==> src/rtl/uart_echo_pkg.sv <==
// ---------------------------------------------------------------------------
// uart_echo_pkg
//   Shared types and default parameters for the UART echo controller.
//   - rx_state_t : receive-side FSM states (pop bytes out of the UART core)
//   - tx_state_t : transmit-side FSM states (write bytes back into the core)
//   - DEF_*      : default parameter values used by the top level
// ---------------------------------------------------------------------------
package uart_echo_pkg;

  localparam int DEF_DATA_W       = 8;
  localparam int DEF_FIFO_DEPTH   = 16;
  localparam int DEF_GUARD_CYCLES = 2;

  typedef enum logic [1:0] {
    RX_IDLE = 2'd0,
    RX_READ = 2'd1,
    RX_WAIT = 2'd2
  } rx_state_t;

  typedef enum logic [1:0] {
    TX_IDLE  = 2'd0,
    TX_WRITE = 2'd1,
    TX_GUARD = 2'd2,
    TX_WAIT  = 2'd3
  } tx_state_t;

endpackage : uart_echo_pkg

==> src/rtl/echo_sync_fifo.sv <==
// ---------------------------------------------------------------------------
// echo_sync_fifo
//   Single-clock show-ahead FIFO used as the echo buffer.
//   Ports:
//     clk, rst_n      : clock, asynchronous active-low reset
//     push, din       : write request and data
//     pop             : read request (consumes the current head)
//     dout            : current head entry (valid whenever !empty)
//     full, empty     : occupancy flags
//     count           : entries currently stored (0..FIFO_DEPTH)
//   A pop on an empty FIFO is ignored. A push on a full FIFO is accepted only
//   when a pop happens in the same cycle; otherwise it is ignored.
// ---------------------------------------------------------------------------
module echo_sync_fifo #(
  parameter int DATA_W     = 8,
  parameter int FIFO_DEPTH = 16
) (
  input  logic                          clk,
  input  logic                          rst_n,
  input  logic                          push,
  input  logic                          pop,
  input  logic [DATA_W-1:0]             din,
  output logic [DATA_W-1:0]             dout,
  output logic                          full,
  output logic                          empty,
  output logic [$clog2(FIFO_DEPTH):0]   count
);

  localparam int AW = $clog2(FIFO_DEPTH);
  localparam int CW = AW + 1;
  localparam logic [CW-1:0] FULL_CNT = CW'(FIFO_DEPTH);

  logic [DATA_W-1:0] r_mem [FIFO_DEPTH];
  logic [AW-1:0]     r_wr_ptr;
  logic [AW-1:0]     r_rd_ptr;
  logic [CW-1:0]     r_count;

  logic w_full;
  logic w_empty;
  logic w_do_pop;
  logic w_do_push;

  assign w_full  = (r_count == FULL_CNT);
  assign w_empty = (r_count == '0);

  assign w_do_pop  = pop & ~w_empty;
  // On a full FIFO the slot being written is the one the head leaves on this
  // same edge, so push+pop is safe.
  assign w_do_push = push & (~w_full | w_do_pop);

  // Storage is not reset: occupancy is defined by the pointers and count.
  always_ff @(posedge clk) begin
    if (w_do_push) begin
      r_mem[r_wr_ptr] <= din;
    end
  end

  // Pointers wrap naturally because FIFO_DEPTH is a power of two.
  always_ff @(posedge clk or negedge rst_n) begin
    if (!rst_n) begin
      r_wr_ptr <= '0;
      r_rd_ptr <= '0;
      r_count  <= '0;
    end else begin
      if (w_do_push) begin
        r_wr_ptr <= r_wr_ptr + AW'(1);
      end
      if (w_do_pop) begin
        r_rd_ptr <= r_rd_ptr + AW'(1);
      end
      case ({w_do_push, w_do_pop})
        2'b10:   r_count <= r_count + CW'(1);
        2'b01:   r_count <= r_count - CW'(1);
        default: r_count <= r_count;
      endcase
    end
  end

  assign dout  = r_mem[r_rd_ptr];
  assign full  = w_full;
  assign empty = w_empty;
  assign count = r_count;

endmodule : echo_sync_fifo

==> src/rtl/uart_echo_ctrl.sv <==
// ---------------------------------------------------------------------------
// uart_echo_ctrl
//   Host-side controller for the CoreUART parallel interface. Every byte the
//   UART receives is read out (rxrdy/oen), buffered, and written back to the
//   UART transmitter (txrdy/wen), forming an echo path. Receive and transmit
//   are independent FSMs so reception never waits on transmission.
//
//   Handshakes: the UART raises uart_rxrdy while a byte is on uart_data_out;
//   we answer with exactly one low cycle of uart_oen, capturing the byte at
//   the end of that cycle, then wait for uart_rxrdy to drop before looking
//   again. We start a write only when uart_txrdy is high, drive uart_wen low
//   for exactly one cycle with uart_data_in valid, ignore uart_txrdy for
//   GUARD_CYCLES cycles, then wait for uart_txrdy before the next write.
//
//   Ports:
//     clk, rst_n          : clock, asynchronous active-low reset
//     uart_rxrdy          : UART has a received byte
//     uart_data_out       : received byte from UART
//     uart_oen            : active-low read strobe to UART (registered)
//     uart_txrdy          : UART transmitter can accept a byte
//     uart_data_in        : byte to transmit (registered, held between writes)
//     uart_wen            : active-low write strobe to UART (registered)
//     echo_en             : allows new writes to start
//     fifo_count          : bytes currently buffered
//     overflow            : sticky, a received byte was dropped
//     clr_overflow        : synchronous clear of overflow (set wins)
//     dbg_rx_state        : current receive FSM state
//     dbg_tx_state        : current transmit FSM state
// ---------------------------------------------------------------------------
module uart_echo_ctrl
  import uart_echo_pkg::*;
#(
  parameter int DATA_W       = DEF_DATA_W,
  parameter int FIFO_DEPTH   = DEF_FIFO_DEPTH,
  parameter int GUARD_CYCLES = DEF_GUARD_CYCLES
) (
  input  logic                        clk,
  input  logic                        rst_n,
  input  logic                        uart_rxrdy,
  input  logic [DATA_W-1:0]           uart_data_out,
  output logic                        uart_oen,
  input  logic                        uart_txrdy,
  output logic [DATA_W-1:0]           uart_data_in,
  output logic                        uart_wen,
  input  logic                        echo_en,
  output logic [$clog2(FIFO_DEPTH):0] fifo_count,
  output logic                        overflow,
  input  logic                        clr_overflow,
  output rx_state_t                   dbg_rx_state,
  output tx_state_t                   dbg_tx_state
);

  localparam int CW = $clog2(FIFO_DEPTH) + 1;
  localparam int GW = $clog2(GUARD_CYCLES + 1);

  // FSM state
  rx_state_t r_rx_state;
  rx_state_t w_rx_next;
  tx_state_t r_tx_state;
  tx_state_t w_tx_next;

  // Registered outputs and internal registers
  logic              r_oen;
  logic              r_wen;
  logic [DATA_W-1:0] r_data_in;
  logic [GW-1:0]     r_guard_cnt;
  logic              r_overflow;

  // Next-value wires for the registered outputs
  logic w_oen_d;
  logic w_wen_d;
  logic w_load_data;

  // FIFO interface
  logic              w_push;
  logic              w_pop;
  logic              w_fifo_full;
  logic              w_fifo_empty;
  logic [DATA_W-1:0] w_fifo_dout;
  logic [CW-1:0]     w_fifo_count;

  logic w_drop;
  logic w_guard_done;

  // The byte is captured on the edge that ends the read-strobe cycle, and
  // the head is consumed on the edge that ends the write-strobe cycle.
  assign w_push = (r_rx_state == RX_READ);
  assign w_pop  = (r_tx_state == TX_WRITE);

  // The UART is drained even when the buffer is full; such a byte is lost.
  assign w_drop = w_push & w_fifo_full & ~w_pop;

  assign w_guard_done = (r_guard_cnt == '0);

  echo_sync_fifo #(
    .DATA_W     (DATA_W),
    .FIFO_DEPTH (FIFO_DEPTH)
  ) u_fifo (
    .clk   (clk),
    .rst_n (rst_n),
    .push  (w_push),
    .pop   (w_pop),
    .din   (uart_data_out),
    .dout  (w_fifo_dout),
    .full  (w_fifo_full),
    .empty (w_fifo_empty),
    .count (w_fifo_count)
  );

  // ------------------------------------------------------------------------
  // Receive FSM
  // ------------------------------------------------------------------------
  always_ff @(posedge clk or negedge rst_n) begin
    if (!rst_n) begin
      r_rx_state <= RX_IDLE;
    end else begin
      r_rx_state <= w_rx_next;
    end
  end

  always_comb begin
    w_rx_next = r_rx_state;
    case (r_rx_state)
      RX_IDLE: if (uart_rxrdy)  w_rx_next = RX_READ;
      RX_READ:                  w_rx_next = RX_WAIT;
      // rxrdy may lag the strobe; wait for it to fall so one byte is never
      // read twice.
      RX_WAIT: if (!uart_rxrdy) w_rx_next = RX_IDLE;
      default:                  w_rx_next = RX_IDLE;
    endcase
  end

  // Strobe is decoded from the next state and then registered, so it is
  // low exactly while the FSM sits in RX_READ.
  always_comb begin
    w_oen_d = (w_rx_next != RX_READ);
  end

  // ------------------------------------------------------------------------
  // Transmit FSM
  // ------------------------------------------------------------------------
  always_ff @(posedge clk or negedge rst_n) begin
    if (!rst_n) begin
      r_tx_state <= TX_IDLE;
    end else begin
      r_tx_state <= w_tx_next;
    end
  end

  always_comb begin
    w_tx_next = r_tx_state;
    case (r_tx_state)
      TX_IDLE:  if (echo_en && !w_fifo_empty && uart_txrdy) w_tx_next = TX_WRITE;
      TX_WRITE:                                            w_tx_next = TX_GUARD;
      // txrdy is not looked at here: the UART may take a cycle or two to
      // drop it after the strobe.
      TX_GUARD: if (w_guard_done)                          w_tx_next = TX_WAIT;
      TX_WAIT:  if (uart_txrdy)                            w_tx_next = TX_IDLE;
      default:                                             w_tx_next = TX_IDLE;
    endcase
  end

  always_comb begin
    w_wen_d     = (w_tx_next != TX_WRITE);
    w_load_data = (r_tx_state == TX_IDLE) && (w_tx_next == TX_WRITE);
  end

  // Guard counter: loaded during the write cycle so TX_GUARD lasts exactly
  // GUARD_CYCLES cycles (counts GUARD_CYCLES-1 down to 0).
  always_ff @(posedge clk or negedge rst_n) begin
    if (!rst_n) begin
      r_guard_cnt <= '0;
    end else if (r_tx_state == TX_WRITE) begin
      r_guard_cnt <= GW'(GUARD_CYCLES - 1);
    end else if ((r_tx_state == TX_GUARD) && !w_guard_done) begin
      r_guard_cnt <= r_guard_cnt - GW'(1);
    end
  end

  // ------------------------------------------------------------------------
  // Output registers
  // ------------------------------------------------------------------------
  always_ff @(posedge clk or negedge rst_n) begin
    if (!rst_n) begin
      r_oen     <= 1'b1;
      r_wen     <= 1'b1;
      r_data_in <= '0;
    end else begin
      r_oen <= w_oen_d;
      r_wen <= w_wen_d;
      // Data is taken from the show-ahead head on entry to TX_WRITE and held
      // until the next write starts.
      if (w_load_data) begin
        r_data_in <= w_fifo_dout;
      end
    end
  end

  // Set has priority over clear.
  always_ff @(posedge clk or negedge rst_n) begin
    if (!rst_n) begin
      r_overflow <= 1'b0;
    end else if (w_drop) begin
      r_overflow <= 1'b1;
    end else if (clr_overflow) begin
      r_overflow <= 1'b0;
    end
  end

  assign uart_oen     = r_oen;
  assign uart_wen     = r_wen;
  assign uart_data_in = r_data_in;
  assign fifo_count   = w_fifo_count;
  assign overflow     = r_overflow;
  assign dbg_rx_state = r_rx_state;
  assign dbg_tx_state = r_tx_state;

endmodule : uart_echo_ctrl

==> config.mk <==
export PLATFORM = sky130hd
export DESIGN_NAME = uart_echo_ctrl
export DESIGN_NICKNAME = d
export VERILOG_FILES = /design/src/rtl/uart_echo_pkg.sv /design/src/rtl/echo_sync_fifo.sv /design/src/rtl/uart_echo_ctrl.sv
export SDC_FILE = /design/constraint.sdc
export NUM_CORES = 1
export LEC_CHECK = 0
export BUFFER_PORTS_ARGS = -buffer_cell sky130_fd_sc_hd__buf_2
export CAP_MARGIN = 20
export CORE_ASPECT_RATIO = 0.75
export CORE_MARGIN = 5
export CORE_UTILIZATION = 55
export DETAILED_ROUTE_END_ITERATION = 10
export HOLD_SLACK_MARGIN = 0.1
export PLACE_DENSITY = 0.75
export SKIP_CTS_REPAIR_TIMING = 1
export SLEW_MARGIN = 20
export SYNTH_ARGS = -nofsm -noshare
export SYNTH_HDL_FRONTEND = slang
export SYNTH_SLANG_ARGS = --single-unit
==> constraint.sdc <==
create_clock -name clk -period 2.1 [get_ports clk]
set_input_delay 0.105 -clock clk [delete_from_list [all_inputs] [get_ports clk]]
set_output_delay 0.105 -clock clk [all_outputs]
set_load 0.1 [all_outputs]
==> run summary <==
Max frequency -> 467.7 MHz
Share of post-route cells with drive strength above 1 -> 0.3833
Origin of the worst setup path -> u_fifo.count[1]
Vert. Die Dim -> 103.6 µm
Post-synthesis cell type with the largest combined area -> sky130_fd_sc_hd__edfxtp_1
Internal Dissipation -> 7.173 mW
Type of the worst min-delay path -> input port to flop
Setup Slack @ Placement -> 0.04675 ns
Count of warnings emitted by yosys -> 0
Via count of the routed design -> 3391
Post-Syn Instances -> 351
Sum Neg Setup Slack -> -0.2892 ns
Period minus WS final -> 2.138 ns
Core region area -> 11530 µm²
Logic depth of the worst register-to-register path -> 6
Required time reported for the critical path endpoint -> 2.25 ns
Proportion of power drawn by flip-flops and latches -> 0.362
Total count of max-transition violations in the final report -> 0
Via count of the first global-routing pass -> 3513
Final weighted congestion in routability-driven placement -> 0.7970
Critical Path Max Stage Delay -> 0.54 ns
Total design power -> 11.60 mW
Met2 track demand over resource -> 0.2923
Main combinational cell family by area after synthesis -> multiplexers
Routed Wire Length -> 12.97 mm
Number of clock sinks seen by CTS -> 158
Combinational fraction of design power -> 0.372
Clock skew after layout -> 0.009855 ns
Fraction of the yosys area taken by sequential cells -> 0.7152
# H-tree levels -> 4
Top cells by area in the synthesized netlist -> sky130_fd_sc_hd__edfxtp_1 (60%), sky130_fd_sc_hd__mux4_2 (11%), sky130_fd_sc_hd__dfrtp_1 (11%), sky130_fd_sc_hd__a221oi_2 (1.9%), sky130_fd_sc_hd__mux2i_1 (1.6%)
Overall overflow remaining after global route -> 0
Ant diodes -> 0
Critical Path Sink -> u_fifo.r_mem[4][7]
Static Leak -> 2.668 nW
WS Path Type -> flop to flop
Detail-routed via count per cell -> 5.826
Count of flip-flops with a built-in enable after synthesis -> 128
Largest fanout on the critical path -> 9
Clock Pin Slew Worst Setup and Hold Paths -> 0.06 ns
Count of non-filler cells in the finished layout -> 582
Clock tree from TritonCTS -> built
Setup slack on the worst flop-to-flop path -> -0.04 ns
Startpoint of the lowest-slack register-to-register path -> u_fifo.count[1]
Share of flip-flops with an asynchronous set or reset -> 0.1899
Peak supply drop -> 926.8 µV
Capture point of the worst reg-to-reg path -> u_fifo.r_mem[4][7]
Initial cell density of the core -> 0.5575
Count of TritonRoute iterations in the first routing pass -> 4
XOR/XNOR share of the synthesized area -> 0.01226
Number of standard-cell rows in the floorplan -> 34
DRC errors left -> 0
Detailed router's first-iteration violation count -> 367
Post-detailed-route wirelength per cell -> 22.28 µm
Synthesized-area fraction occupied by and/or/nand/nor cells -> 0.05801
CTS buffer count -> 17
Number of nets in the layout -> 428
Design area -> 7654 µm²
Clock power share -> 0.267
Setup crit start kind -> flop
Post-route fraction of the period consumed by the critical path -> 1.018
CP dominant cell by count -> sky130_fd_sc_hd__buf_4
Cells traversed along the worst timing path -> nor4_4 -> buf_4 -> buf_4 -> a31oi_4 -> and3b_2 -> and2_2
Failing checks -> negative setup slack
Nets in the synthesized netlist -> 372
Port-buffer cells -> 33
Met3 usage -> 0.04990
Clock insertion delay at the later pin of the skew report -> 0.41 ns
Fraction of the core area covered by cells at the end of the flow -> 0.6639
Number of violations of the max-capacitance limit -> 0
Transition time of the tightest slew-check pin -> 0.7107 ns
Final Hold Vio Count -> 0
Compound-cell area share of the yosys netlist -> 0.04711
Mux share of post-synthesis cell area -> 0.1312
Area overhead of the layout relative to synthesis -> 19.08%
Most frequent cells after synthesis -> sky130_fd_sc_hd__edfxtp_1 (128), sky130_fd_sc_hd__mux4_2 (32), sky130_fd_sc_hd__dfrtp_1 (28)
Maximum number of pins on one net before global-route repair -> 34
Clock Tree Root -> sky130_fd_sc_hd__clkbuf_16
Average size of a mapped cell -> 18.31 µm²
Cell count of the worst hold path -> 1
Most frequently used cell type in the post-synthesis netlist -> sky130_fd_sc_hd__edfxtp_1
Total Routing Usage GR -> 0.1981
Die Outline Area -> 13970 µm²
Slowest CP cell -> sky130_fd_sc_hd__dfrtp_4
Area after DPL -> 6924 µm²
Critical Path Sink Type -> flop
Arrival time of data at the critical path endpoint -> 2.29 ns
Count of final setup violators -> 8
Post-synthesis instance area -> 6427 µm²
Routed Antenna Nets -> 0
Flops & latches, synth -> 158
Initial antenna violation count -> 0
Met1 track demand over resource -> 0.2904
Unrepaired setup endpoints after global routing -> yes
Final HPWL from detailed placement -> 8.201 mm
Busiest grt layer -> met2
Maximum clock insertion buffer count -> 2
First-pass GRT wire length -> 20.38 mm
Proportion of total power due to net switching -> 0.3814
Outcome -> finished, violations left
Top-area cell type share of the netlist area -> 0.5980
Die span in x -> 134.8 µm
Slack of the critical path -> -0.03798 ns
Primary flip-flop cell chosen by synthesis mapping -> sky130_fd_sc_hd__edfxtp_1
Adder-Cell Fraction of Synth Area -> 0.01363
Unique masters post-synth -> 46
Number of instances in the placed design -> 539
Psw -> 4.422 mW
Worst-case headroom to the max-slew limit -> 0.5262
Power density relative to cell area -> 1515 nW/µm²
Worst hold slack -> 0.1075 ns
Boundary pin count -> 34
## registers in the layout, indices dropped and copies added, names as in the netlist
| register | cells |
|---|---|
| dbg_rx_state | 2 |
| dbg_tx_state | 2 |
| overflow | 1 |
| r_guard_cnt | 2 |
| u_fifo.count | 5 |
| u_fifo.r_mem | 128 |
| u_fifo.r_rd_ptr | 4 |
| u_fifo.r_wr_ptr | 4 |
| uart_data_in | 8 |
| uart_oen | 1 |
| uart_wen | 1 |
## cell families (layout without fill, tap and decap cells)
group,Yosys count,in the layout
DFF,158,158
and+or+nand+nor,66,66
muxes,44,44
AOI/OAI and AO/OA,34,34
buffers and inverters,33,102
xor gates and xnor gates,9,9
adders and majority gates,7,7
## worst min path at each step
stage / start / endpoint
detailed placement: rst_n / r_guard_cnt[1]
global placement: rst_n / overflow
CTS: rst_n / r_guard_cnt[1]
floorplan: rst_n / dbg_rx_state[0]
global route: uart_data_out[7] / u_fifo.r_mem[2][7]
finish: uart_data_out[7] / u_fifo.r_mem[11][7]
## critical path: cells and delay by family (launching register included)
family | cells | cell delay (ns)
flops | 1 | 0.54
simple gates | 3 | 0.90
buf+inv | 2 | 0.28
compound gates | 1 | 0.14
## power by group through the flow
stage | Sequential, mW | Combinational [mW] | Clock, mW
after floorplan | 5.35 | 2.11 | 0
after global placement | 4.21 | 4.16 | 0
after detailed placement | 4.24 | 4.22 | 0
after CTS | 4.18 | 4.26 | 3.14
after global routing | 4.25 | 4.58 | 3.27
final | 4.19 | 4.31 | 3.09
## metal layers
| metal | share of wire | up-vias |
|---|---|---|
| met1 | 0.43 | 1719 |
| li1 | - | 1501 |
| met3 | 0.085 | 23 |
| met5 | 0 | - |
| met4 | 0.017 | 0 |
| met2 | 0.46 | 148 |
## placed cells by master (no fill, tap or decap), types with 3 or more instances in the layout
| cell | instances |
|---|---|
| sky130_fd_sc_hd__and2_4 | 8 |
| sky130_fd_sc_hd__clkbuf_16 | 17 |
| sky130_fd_sc_hd__xor2_1 | 3 |
| sky130_fd_sc_hd__ha_1 | 6 |
| sky130_fd_sc_hd__mux2i_1 | 10 |
| sky130_fd_sc_hd__nor2_1 | 11 |
| sky130_fd_sc_hd__dfrtp_2 | 4 |
| sky130_fd_sc_hd__dfrtp_1 | 18 |
| sky130_fd_sc_hd__and2_2 | 5 |
| sky130_fd_sc_hd__o21ai_0 | 4 |
| sky130_fd_sc_hd__nand3_1 | 5 |
| sky130_fd_sc_hd__a221oi_2 | 8 |
| sky130_fd_sc_hd__inv_1 | 14 |
| sky130_fd_sc_hd__mux4_2 | 32 |
| sky130_fd_sc_hd__dlygate4sd3_1 | 8 |
| sky130_fd_sc_hd__xnor2_1 | 6 |
| sky130_fd_sc_hd__dfrtp_4 | 6 |
| sky130_fd_sc_hd__o22ai_1 | 10 |
| sky130_fd_sc_hd__buf_4 | 13 |
| sky130_fd_sc_hd__nand2_1 | 8 |
| sky130_fd_sc_hd__bufinv_16 | 3 |
| sky130_fd_sc_hd__clkinv_4 | 3 |
| sky130_fd_sc_hd__nor2_4 | 4 |
| sky130_fd_sc_hd__nand4_1 | 4 |
| sky130_fd_sc_hd__nor2b_1 | 3 |
| sky130_fd_sc_hd__buf_2 | 33 |
| sky130_fd_sc_hd__edfxtp_1 | 128 |
## cell type report
class,instances,area (µm²)
fillers,748,3875
inverters,14,52.55
multi-input cells,160,1795
clock buffers,18,429.2
flip-flops and latches,158,4624
repair buffers,56,382.9
well taps,162,202.7
clock inverters,14,166.4
Power figures use the tool's default switching activity.
